### src/rtl/backtrack_unit.sv
// Conflict backtracking controller: unwinds forced trail entries down to the most recent
// decision, then pushes that decision back as a forced entry with its value flipped.
//
//   state | meaning
//   IDLE  | waiting for a conflict pulse; depth holds last result
//   POP   | pop request to the trail stack
//   CHECK | popped entry visible on stack_*_out; clear its variable
//   PUSH  | push flipped decision as forced, issue reassignment
//   DONE  | backtrack finished
//   UNSAT | no decision left on the trail
module backtrack_unit #(
    parameter int VARIABLE_INDEXES = 128,
    parameter int NUM_VARIABLE     = 8,
    localparam int DEPTH_W         = $clog2(NUM_VARIABLE + 1)
) (
    input  logic                        clock,
    input  logic                        reset,
    input  logic                        start,
    input  logic                        stack_empty,
    input  logic                        stack_type_out,
    input  logic                        stack_val_out,
    input  logic [VARIABLE_INDEXES-1:0] stack_var_out,
    output logic                        stack_pop,
    output logic                        stack_push,
    output logic                        stack_type_in,
    output logic                        stack_val_in,
    output logic [VARIABLE_INDEXES-1:0] stack_var_in,
    output logic                        unassign_valid,
    output logic [VARIABLE_INDEXES-1:0] unassign_var,
    output logic                        assign_valid,
    output logic [VARIABLE_INDEXES-1:0] assign_var,
    output logic                        assign_val,
    output logic                        done,
    output logic                        unsat,
    output logic                        busy,
    output logic [DEPTH_W-1:0]          backtrack_depth
);

    typedef enum logic [2:0] {
        IDLE  = 3'd0,
        POP   = 3'd1,
        CHECK = 3'd2,
        PUSH  = 3'd3,
        DONE  = 3'd4,
        UNSAT = 3'd5
    } state_t;

    state_t                      state_q, state_d;
    logic [DEPTH_W-1:0]          depth_q, depth_d;
    logic [VARIABLE_INDEXES-1:0] var_q, var_d;
    logic                        val_q, val_d;

    always_ff @(posedge clock) begin
        if (reset) begin
            state_q <= IDLE;
            depth_q <= '0;
            var_q   <= '0;
            val_q   <= 1'b0;
        end else begin
            state_q <= state_d;
            depth_q <= depth_d;
            var_q   <= var_d;
            val_q   <= val_d;
        end
    end

    always_comb begin
        state_d        = state_q;
        depth_d        = depth_q;
        var_d          = var_q;
        val_d          = val_q;
        stack_pop      = 1'b0;
        stack_push     = 1'b0;
        stack_type_in  = 1'b0;
        stack_val_in   = 1'b0;
        stack_var_in   = '0;
        unassign_valid = 1'b0;
        unassign_var   = '0;
        assign_valid   = 1'b0;
        assign_var     = '0;
        assign_val     = 1'b0;
        done           = 1'b0;
        unsat          = 1'b0;
        busy           = (state_q != IDLE);

        case (state_q)
            IDLE: begin
                if (start) begin
                    depth_d = '0;
                    state_d = stack_empty ? UNSAT : POP;
                end
            end
            POP: begin
                stack_pop = 1'b1;
                state_d   = CHECK;
            end
            CHECK: begin
                unassign_valid = 1'b1;
                unassign_var   = stack_var_out;
                if (depth_q != DEPTH_W'(NUM_VARIABLE)) begin
                    depth_d = depth_q + DEPTH_W'(1);
                end
                if (!stack_type_out) begin
                    var_d   = stack_var_out;
                    val_d   = ~stack_val_out;
                    state_d = PUSH;
                end else if (stack_empty) begin
                    state_d = UNSAT;
                end else begin
                    state_d = POP;
                end
            end
            PUSH: begin
                stack_push    = 1'b1;
                stack_type_in = 1'b1;
                stack_var_in  = var_q;
                stack_val_in  = val_q;
                assign_valid  = 1'b1;
                assign_var    = var_q;
                assign_val    = val_q;
                state_d       = DONE;
            end
            DONE: begin
                done    = 1'b1;
                state_d = IDLE;
            end
            UNSAT: begin
                unsat   = 1'b1;
                state_d = IDLE;
            end
            default: state_d = IDLE;
        endcase
    end

    assign backtrack_depth = depth_q;

endmodule

### config.mk
export PLATFORM = sky130hd
export DESIGN_NAME = backtrack_unit
export DESIGN_NICKNAME = d
export VERILOG_FILES = /design/src/rtl/backtrack_unit.sv
export SDC_FILE = /design/constraint.sdc
export NUM_CORES = 1
export LEC_CHECK = 0
export ABC_AREA = 1
export CAP_MARGIN = 20
export CORE_AREA = 2 2 207 209
export CTS_CLUSTER_SIZE = 16
export DETAILED_ROUTE_END_ITERATION = 8
export DIE_AREA = 0 0 209 211
export GPL_TIMING_DRIVEN = 1
export HOLD_SLACK_MARGIN = 0.1
export SLEW_MARGIN = 15
export SYNTH_ARGS = -nofsm -noshare
export SYNTH_HDL_FRONTEND = slang
export SYNTH_SLANG_ARGS = --single-unit
### constraint.sdc
create_clock -name clock -period 1.5 [get_ports clock]
set_input_delay 0.225 -clock clock [delete_from_list [all_inputs] [get_ports clock]]
set_output_delay 0.225 -clock clock [all_outputs]
set_load 0.01 [all_outputs]
==> results.json <==
{
  "final-max-slew-violation-count": 0,
  "grt_usage_pct": 14.0,
  "synth_top_family_by_area": "buffers and inverters",
  "diodes": 0,
  "synth-edff-count": 0,
  "cp_max_fo": 53,
  "status": "complete, but fails checks",
  "first_pass_iters": 4,
  "insertion_delay_ps": 440,
  "skew_ps": 6.04,
  "postRouteAntennaNets": 0,
  "synth_area_leaders": "dfxtp_1 (34%), nor2_1 (18%), buf_4 (13%)",
  "synthMuxAreaShare_pct": 0,
  "clockBufferDepth": 2,
  "cts-buffers-inserted": 17,
  "hold_viol_final": 0,
  "cts.clk_slew.worst_paths_ps": 60,
  "cts_max_level": 4,
  "yosys_warnings": 0,
  "synth.most_common_cell": "nor2_1",
  "ys_seq_elements": 136,
  "initial_core_util_pct": 19.2,
  "die_h_um": 211,
  "hold_slack_ps": 251,
  "async_reset_ff_share_pct": 0,
  "antenna_found_initial": 0,
  "grt_max_degree": 67,
  "slowest_stage": "clkdlybuf4s50_1",
  "place_congestion": 0.815,
  "end_kind": "output port",
  "numPortBuffers": 531,
  "root_buffer": "clkbuf_16",
  "syn-num-nets": 1437,
  "power.leakage_nw": 8.39,
  "syn_area_per_cell_um2": 6.16,
  "violations": "negative setup slack",
  "fin_crit_sh_pct": 146,
  "drc": 0,
  "yosys.area_share.simple_pct": 26.5,
  "ctsHoldBuffers": 0,
  "layout.cells.non_filler": 2416,
  "io_pins": 532,
  "grt_pass1_vias": 9037,
  "synth_area_um2": 8020,
  "rows": 75,
  "path_buf_inv": 3,
  "critPathRequiredTime_ps": 1270,
  "worst_slack_ps": -687,
  "crit_family": "buffers and inverters",
  "crit_path_start_kind": "flop",
  "synth_cell_type_count": 21,
  "synth-seq-area-share_pct": 34.0,
  "hold_path_class": "in -> reg",
  "hpwl_mm": 23.0,
  "grt_overflow": 0,
  "finalSetupTns_ps": -206780,
  "wirelength_mm": 31.5,
  "seq_area_um2": 2730,
  "rsz0062_at_grt": "yes",
  "maxCapViolCount": 0,
  "die_w_um": 209,
  "n_fill_cell": 4451,
  "final_nets": 2000,
  "p_per_area_nw_per_um2": 660,
  "rrSetupSlack_ps": -210,
  "synthAdderAreaFrac_pct": 0.312,
  "synthCells": 1301,
  "cts_sinks": 136,
  "multi_input_area_um2": 3310,
  "drtIter0Drc": 301,
  "relSlewSlack_pct": 70.4,
  "grt_pass1_wl_mm": 48.0,
  "dp.cells": 2357,
  "synth_compound_area_share_pct": 8.55,
  "synth.top_cell.area_share_pct": 34.0,
  "worstMarginPinSlew_ps": 444,
  "synthToLayoutAreaGrowth_pct": 89.6,
  "core_area_um2": 41800,
  "post_dp_cell_area_um2": 14200,
  "period_needed_ps": 2190,
  "dieArea_um2": 44100,
  "vias": 9282,
  "path_cells": "inv_2 > nand3_4 > buf_12 > nor2_2 > clkdlybuf4s50_1",
  "synth.largest_area_cell": "dfxtp_1",
  "cts_tree": "done",
  "fmax_mhz": 457,
  "setup_viol": 515,
  "worstSetupPathType": "reg -> out",
  "ys.flop_type": "dfxtp_1",
  "slowest_delay_ps": 560,
  "wire_per_inst_um": 13.0,
  "synth_xor_area_share_pct": 0,
  "vias_per_cell": 3.84,
  "cp.arrival_ps": 1960,
  "layout-drive-gt1-share_pct": 26.6,
  "yosys-top-cells-count": "nor2_1 (394), inv_1 (270), nand2_1 (146), buf_4 (142), dfxtp_1 (136)",
  "fin_area_um2": 15200,
  "ir_drop_mv": 0.761
}
## logic make-up (layout without fill, tap and decap cells)
logic type      after synthesis  after routing
compound gates              136            136
fa+ha+maj                     2              2
buf+inv                     474           1050
flops                       136            136
simple gates                553            553
## report_power, final
group          leakage [nW]  switching (mW)  internal (mW)
logic                  7.01            1.06           1.18
registers              1.10          0.0545           3.77
clock network         0.272            1.65           2.30
## per-layer routing
layer	share of wire (%)	routed length (um)	vias to the layer above	GRT usage, %
li1	-	-	4766	-
met1	41	13000	4150	15.8
met2	50	15700	333	25.0
met3	6.4	2010	33	3.90
met4	2.5	776	0	5.69
met5	0	0	-	0
## tightest hold or removal path: stages
cell and delay, ps:
buf_4 140, buf_12 170, nor2_1 110
## registers in the layout, summed over array words and instances, names as in the netlist
register	cells
var_q	128
backtrack_depth	4
state_q	3
val_q	1
## cell usage in the layout (no fill, tap or decap), drive strengths merged, types with 21 or more instances in the layout
cell	instances
buf	321
clkdlybuf4s15	30
nand2	148
nor2	397
dlygate4sd2	143
dfxtp	136
dlymetal6s2s	21
inv	271
clkdlybuf4s50	223
o21ai	131
clkbuf	28
## layout make-up
class / instances / share of cell area, %
Clock buffer: 19 / 2.91
Timing Repair Buffer: 747 / 45.5
Tap cell: 539 / 4.44
Multi-Input combinational cell: 691 / 21.8
Inverter: 271 / 6.69
Sequential cell: 136 / 17.9
Clock inverter: 13 / 0.700
## through the flow
| step | setup WS (ps) | utilization (%) | power (mW) |
|---|---|---|---|
| after detailed placement | -457 | 33.9 | 5.97 |
| after global routing | -760 | 36.4 | 10.6 |
| after floorplan | 7.70 | - | 4.72 |
| final | -687 | 36.4 | 10.0 |
| after CTS | -715 | 35.9 | 10.2 |
| after global placement | -467 | 33.9 | 5.95 |
## repair_timing
action                                 in CTS  in global routing
gates cloned                               12                  0
gates resized for setup                   721                165
endpoints found under the hold margin       0                  0
pin swaps                                   0                  1
buffers inserted                           13                  2
setup endpoints to repair                 519                527
## final timing paths
path,start,endpoint,cells past startpoint
worst min-delay path,reset,var_q[2],3
worst max register to register,state_q[0],backtrack_depth[2],10
worst min register to register,val_q,val_q,2
worst max-delay path,state_q[2],assign_var[58],5
(Power assumes the default switching activity.)
